==> config.mk <==
export PLATFORM = sky130hd
export DESIGN_NAME = trng_conditioner
export DESIGN_NICKNAME = d
export VERILOG_FILES = /design/src/rtl/trng_pkg.sv /design/src/rtl/trng_fifo.sv /design/src/rtl/trng_conditioner.sv
export SDC_FILE = /design/constraint.sdc
export NUM_CORES = 1
export LEC_CHECK = 0
export CAP_MARGIN = 20
export CORE_MARGIN = 2
export CORE_UTILIZATION = 60
export CTS_BUF_LIST = sky130_fd_sc_hd__clkbuf_4
export CTS_CLUSTER_SIZE = 10
export DETAILED_ROUTE_END_ITERATION = 12
export PLACE_DENSITY = 0.82
export SLEW_MARGIN = 10
export SYNTH_ARGS = -nofsm -noshare
export SYNTH_HDL_FRONTEND = slang
export SYNTH_SLANG_ARGS = --single-unit
export TNS_END_PERCENT = 50
==> constraint.sdc <==
create_clock -name clk -period 3.4 [get_ports clk]
set_input_delay 0.68 -clock clk [delete_from_list [all_inputs] [get_ports clk]]
set_output_delay 0.68 -clock clk [all_outputs]
set_load 0.03 [all_outputs]
==> src/rtl/trng_pkg.sv <==
// Shared constants for the TRNG conditioner: mode encodings, default
// parameter values and the collection state encoding.
package trng_pkg;

  localparam int NCH_DEF       = 4;
  localparam int WORD_W_DEF    = 8;
  localparam int DEPTH_DEF     = 4;
  localparam int REP_LIMIT_DEF = 16;

  localparam logic MODE_RAW = 1'b0;
  localparam logic MODE_VN  = 1'b1;

  typedef enum logic [1:0] {
    ST_FIRST  = 2'd0,
    ST_SECOND = 2'd1,
    ST_FAIL   = 2'd2
  } col_state_e;

endpackage

==> src/rtl/trng_fifo.sv <==
// Show-ahead word FIFO; a push into a full FIFO is written only when a pop
// frees the head slot on the same edge.
module trng_fifo #(
  parameter int WORD_W = 8,
  parameter int DEPTH  = 4
) (
  input  logic              clk,
  input  logic              rst_n,
  input  logic              push,
  input  logic [WORD_W-1:0] push_data,
  input  logic              pop,
  output logic [WORD_W-1:0] head,
  output logic              full,
  output logic              empty
);

  localparam int AW = $clog2(DEPTH);

  logic [WORD_W-1:0] mem [DEPTH];
  logic [AW:0]       wr_ptr;
  logic [AW:0]       rd_ptr;
  logic              wr_en;
  logic              rd_en;

  assign empty = (wr_ptr == rd_ptr);
  assign full  = (wr_ptr[AW] != rd_ptr[AW]) && (wr_ptr[AW-1:0] == rd_ptr[AW-1:0]);
  assign rd_en = pop && !empty;
  assign wr_en = push && (!full || rd_en);
  // Head forced to zero when empty so stale storage never shows on the bus.
  assign head  = empty ? '0 : mem[rd_ptr[AW-1:0]];

  always_ff @(posedge clk or negedge rst_n) begin
    if (!rst_n) begin
      wr_ptr <= '0;
      rd_ptr <= '0;
    end else begin
      if (wr_en) wr_ptr <= wr_ptr + 1'b1;
      if (rd_en) rd_ptr <= rd_ptr + 1'b1;
    end
  end

  always_ff @(posedge clk) begin
    if (wr_en) mem[wr_ptr[AW-1:0]] <= push_data;
  end

endmodule

==> src/rtl/trng_conditioner.sv <==
// TRNG conditioner: synchronizes ring-oscillator bits, optionally debiases
// them, runs a repetition-count health test and packs words into a FIFO.
//
// state     | meaning
// ST_FIRST  | collecting; next sample is a raw bit or the first of a pair
// ST_SECOND | von Neumann first bit held, waiting for the second
// ST_FAIL   | repetition limit reached; collection frozen until clr_fail
module trng_conditioner
  import trng_pkg::*;
#(
  parameter int NCH       = NCH_DEF,
  parameter int WORD_W    = WORD_W_DEF,
  parameter int DEPTH     = DEPTH_DEF,
  parameter int REP_LIMIT = REP_LIMIT_DEF
) (
  input  logic              clk,
  input  logic              rst_n,
  input  logic              en,
  input  logic [NCH-1:0]    ch_en,
  input  logic [NCH-1:0]    ro_bits,
  input  logic              mode,
  input  logic              clr_fail,
  input  logic              out_ready,
  output logic              out_valid,
  output logic [WORD_W-1:0] out_data,
  output logic              health_fail,
  output logic              overflow
);

  localparam int CNT_W = $clog2(WORD_W);
  localparam int REP_W = $clog2(REP_LIMIT + 1);

  col_state_e        state, state_nxt;
  logic [NCH-1:0]    sync1, sync2;
  logic              raw_bit;
  logic              mode_q;
  logic              mode_chg;
  logic              first_bit;
  logic [WORD_W-1:0] coll;
  logic [CNT_W-1:0]  bit_cnt;
  logic [REP_W-1:0]  rep_cnt;
  logic [REP_W-1:0]  rep_next;
  logic              prev_bit;
  logic              sample;
  logic              pair_have;
  logic              acc;
  logic              acc_bit;
  logic              rep_hit;
  logic              push;
  logic              pop;
  logic              fifo_full;
  logic              fifo_empty;

  always_ff @(posedge clk or negedge rst_n) begin
    if (!rst_n) begin
      sync1 <= '0;
      sync2 <= '0;
    end else begin
      sync1 <= ro_bits;
      sync2 <= sync1;
    end
  end

  assign raw_bit   = ^(sync2 & ch_en);
  assign mode_chg  = (mode != mode_q);
  assign sample    = en && (state != ST_FAIL);
  // A mode change this cycle makes the current sample a "first".
  assign pair_have = (state == ST_SECOND) && !mode_chg;

  always_ff @(posedge clk or negedge rst_n) begin
    if (!rst_n) state <= ST_FIRST;
    else        state <= state_nxt;
  end

  always_comb begin
    state_nxt = state;
    if (clr_fail)                state_nxt = ST_FIRST;
    else if (state == ST_FAIL)   state_nxt = ST_FAIL;
    else if (rep_hit)            state_nxt = ST_FAIL;
    else if (sample)             state_nxt = (mode == MODE_VN && !pair_have) ? ST_SECOND : ST_FIRST;
    else if (mode_chg)           state_nxt = ST_FIRST;
  end

  always_comb begin
    acc     = 1'b0;
    acc_bit = raw_bit;
    if (sample && !clr_fail) begin
      if (mode == MODE_RAW) begin
        acc = 1'b1;
      end else if (pair_have) begin
        acc     = (first_bit != raw_bit);
        acc_bit = first_bit;
      end
    end
    rep_next    = (rep_cnt != '0 && acc_bit == prev_bit) ? rep_cnt + 1'b1 : REP_W'(1);
    rep_hit     = acc && (rep_next == REP_W'(REP_LIMIT));
    push        = acc && !rep_hit && (bit_cnt == CNT_W'(WORD_W - 1));
    health_fail = (state == ST_FAIL);
  end

  always_ff @(posedge clk or negedge rst_n) begin
    if (!rst_n) begin
      mode_q    <= MODE_RAW;
      first_bit <= 1'b0;
      coll      <= '0;
      bit_cnt   <= '0;
      rep_cnt   <= '0;
      prev_bit  <= 1'b0;
    end else begin
      mode_q <= mode;
      if (clr_fail) begin
        bit_cnt <= '0;
        rep_cnt <= '0;
      end else if (sample) begin
        if (mode == MODE_VN && !pair_have) first_bit <= raw_bit;
        if (acc) begin
          prev_bit <= acc_bit;
          rep_cnt  <= rep_next;
          coll     <= {coll[WORD_W-2:0], acc_bit};
          bit_cnt  <= (rep_hit || push) ? '0 : bit_cnt + 1'b1;
        end
      end
    end
  end

  assign out_valid = !fifo_empty;
  assign pop       = out_valid && out_ready;

  always_ff @(posedge clk or negedge rst_n) begin
    if (!rst_n)                          overflow <= 1'b0;
    else if (push && fifo_full && !pop)  overflow <= 1'b1;
  end

  trng_fifo #(
    .WORD_W (WORD_W),
    .DEPTH  (DEPTH)
  ) u_fifo (
    .clk       (clk),
    .rst_n     (rst_n),
    .push      (push),
    .push_data ({coll[WORD_W-2:0], acc_bit}),
    .pop       (pop),
    .head      (out_data),
    .full      (fifo_full),
    .empty     (fifo_empty)
  );

endmodule

==> impl_metrics.ini <==
[timing]
fmax_ghz = 0.316
fin_crit_ns = 3.17
setup_ws_ns = 0.233
setup_viol = 0
rsz0062_at_grt = no
slew-limit-headroom_pct = 61.4
finalSetupTns_ns = 0
worst_pin_slew_ns = 0.575
drv_slew = 0
finalCritPeriodShare_pct = 93.2
fin_skew_ns = 0.0134
hold_viol = 0

[logic_synthesis]
ys.warnings.count = 0
synthAdderAreaFrac_pct = 3.81
synth_nets = 230
synth_simple_gate_area_share_pct = 14.0
synthMuxAreaShare_pct = 10.7
synthCells = 207
netlist_area_mm2 = 0.00296
yosysUniqueCellTypes = 45
synth_compound_area_share_pct = 4.23
seq_area_frac_synth_pct = 61.3
synth-async-reset-ratio_pct = 51.5
synth_seq_cells = 66
synth_flop_cell = dfrtp_1
postSynthAreaPerCell_um2 = 14.3
synth-edff-count = 32
synth_top_family_by_area = simple AND/OR/NAND/NOR gates
synth-xor-area-share_pct = 4.27

[final_layout]
postLayoutCellArea_mm2 = 0.00349
final_common_cell = dfrtp_1
nets = 268
drive_gt1_share_pct = 20.4
seqCellArea_mm2 = 0.00181
post-route-util_pct = 73.9
area_growth_pct = 18.0
multi_input_area_mm2 = 0.00110
most-common-layout-cells = dfrtp_1, edfxtp_1, clkdlybuf4s50_1
n_fill_cell = 310
antenna_cells = 0

[critical_path]
path_cells = xnor2_1 -> nand3_1 -> and2_1 -> clkdlybuf4s50_1
crit_type = flip-flop to output pin
rrSetupSlack_ns = 0.96
slowest_stage = dfrtp_1
path_max_fanout = 11
r2r.worst_path.cells = 8
arrival_ns = 2.49
worst_path_largest_cell_delay_ns = 0.73
critical_path.endpoint = out_data[0]
startpoint_type = flip-flop
required_ns = 2.72
crit_start = u_fifo.rd_ptr[0]$_DFFE_PN0P_
cp-end-kind = output pin
r2r-start = sync2[2]$_DFF_PN0_
r2r_end = u_fifo.mem[1][4]$_DFFE_PP_

[clocking]
clk_latency_ns = 0.40
postCtsSetupBuffers = 0
htreeDepth = 3
clock_sinks = 66
cts-root-buf = clkbuf_4
cts_hold_buf = 0
clk_pin_slew_worst_paths_ns = 0.10
cts_resized = 0
cts_tree = yes
clock_path_buffers = 2
cts_buffers = 9

[worst_hold_path]
min_path_type = flip-flop to flip-flop

[global_route]
grt_pass1_vias = 1715
grt_max_degree = 35
grt_pass1_wl_mm = 8.04
antenna_found_initial = 0
overflow = 0
grtUsageTotal_pct = 20.4

[floorplan]
initial_core_util_pct = 62.6
rows = 25
core_area_mm2 = 0.00472
die_y_um = 74.2
die_x_um = 74.2
io_pins = 25
dieArea_mm2 = 0.00550

[detailed_routing]
wl_per_cell_um = 15.2
ant_nets = 0
via_count = 1773
dr.pass1.iters = 4
detail_route.vias_per_cell = 5.59
drt_wl_total_mm = 4.82
route.detailed.drc = 0
drt_iter0_markers = 60

[pwr]
p_seq_share_pct = 46.9
pwr-share-clk_pct = 25.1
ir_drop_mv = 0.329
p_switching_mw = 0.697
sw_frac_of_total_pct = 30.0
pwr-share-comb_pct = 28.0
power.total_mw = 2.33
power_density_mw_per_mm2 = 667
total_leakage_power_nw = 1.37
intPower_mw = 1.63

[outcome]
status = finished clean

[placed_design]
pre_cts_ws_ns = 0.175
place.port_buffers = 24
dp_hpwl_mm = 3.41
placed_area_mm2 = 0.00333
gp_congestion = 0.848

[job]
maxCapViolations = 0
worst max-delay path: cells and delay by family, from the launching register on:
family | cells | cell delay (ns)
buf+inv | 1 | 0.60
flops | 1 | 0.73
xor+xnor | 1 | 0.21
simple gates | 2 | 0.56
layer usage:
layer	global-route usage (%)	routed length [um]
met4	9.70	107
met3	4.07	182
met2	33.4	2410
met1	26.3	2130
met5	0	0
flip-flops by register name (all words and copies together) (netlist names):
name	cells
bit_cnt	3
coll	7
first_bit	1
mode_q	1
overflow	1
rep_cnt	5
state	2
sync1	4
sync2	4
u_fifo.mem	32
u_fifo.rd_ptr	3
u_fifo.wr_ptr	3
synth_stat cells (3+ instances only):
cell type | number | share of area [%]
a21oi_1 | 3 | 0.51
and2_1 | 12 | 2.5
clkbuf_1 | 3 | 0.38
dfrtp_1 | 34 | 29
edfxtp_1 | 32 | 33
ha_1 | 9 | 3.8
inv_1 | 7 | 0.89
mux2_2 | 10 | 3.8
mux4_2 | 8 | 6.1
nand2_1 | 14 | 1.8
nand3_1 | 11 | 1.9
nor2_1 | 12 | 1.5
nor3_1 | 3 | 0.51
o21ai_0 | 4 | 0.68
xnor2_1 | 7 | 2.1
xor2_1 | 3 | 0.89
cell type report:
cell class              instances  share of cell area [%]
clock buffers                  12                    2.58
clock inverters                 4                    1.94
inverters                       7                   0.753
multi-input cells             129                    31.4
flip-flops and latches         66                    51.9
well taps                      67                    2.40
repair buffers                 32                    8.96
worst min path at each step:
stage	start	endpoint	slack [ns]	cells after the start
floorplan	sync1[0]$_DFF_PN0_	sync2[0]$_DFF_PN0_	0.33	0
global placement	sync1[0]$_DFF_PN0_	sync2[0]$_DFF_PN0_	0.33	0
detailed placement	sync1[1]$_DFF_PN0_	sync2[1]$_DFF_PN0_	0.34	0
CTS	sync1[1]$_DFF_PN0_	sync2[1]$_DFF_PN0_	0.36	0
global route	sync1[1]$_DFF_PN0_	sync2[1]$_DFF_PN0_	0.37	0
finish	sync1[1]$_DFF_PN0_	sync2[1]$_DFF_PN0_	0.36	0
per-stage QoR:
stage / instances / hold slack (ns)
6_report: 317 / 0.357
5_1_grt: 317 / 0.366
4_1_cts: 317 / 0.360
3_5_place_dp: 301 / 0.338
3_3_place_gp: 301 / 0.332
2_1_floorplan: 207 / 0.331
kinds of logic after synthesis:
| group | Yosys count |
|---|---|
| xor+xnor | 12 |
| mux | 20 |
| fa+ha+maj | 9 |
| buf+inv | 12 |
| compound gates | 18 |
| simple gates | 70 |
| flops | 66 |
power by group through the flow:
stage | sequential (mW) | clock (mW) | combinational (mW)
2_1_floorplan | 1.03 | 0 | 0.496
3_3_place_gp | 1.10 | 0 | 0.645
3_5_place_dp | 1.11 | 0 | 0.656
4_1_cts | 1.10 | 0.592 | 0.656
5_1_grt | 1.12 | 0.624 | 0.698
6_report | 1.09 | 0.583 | 0.651
Note: power is estimated with default switching activity, not from simulation.
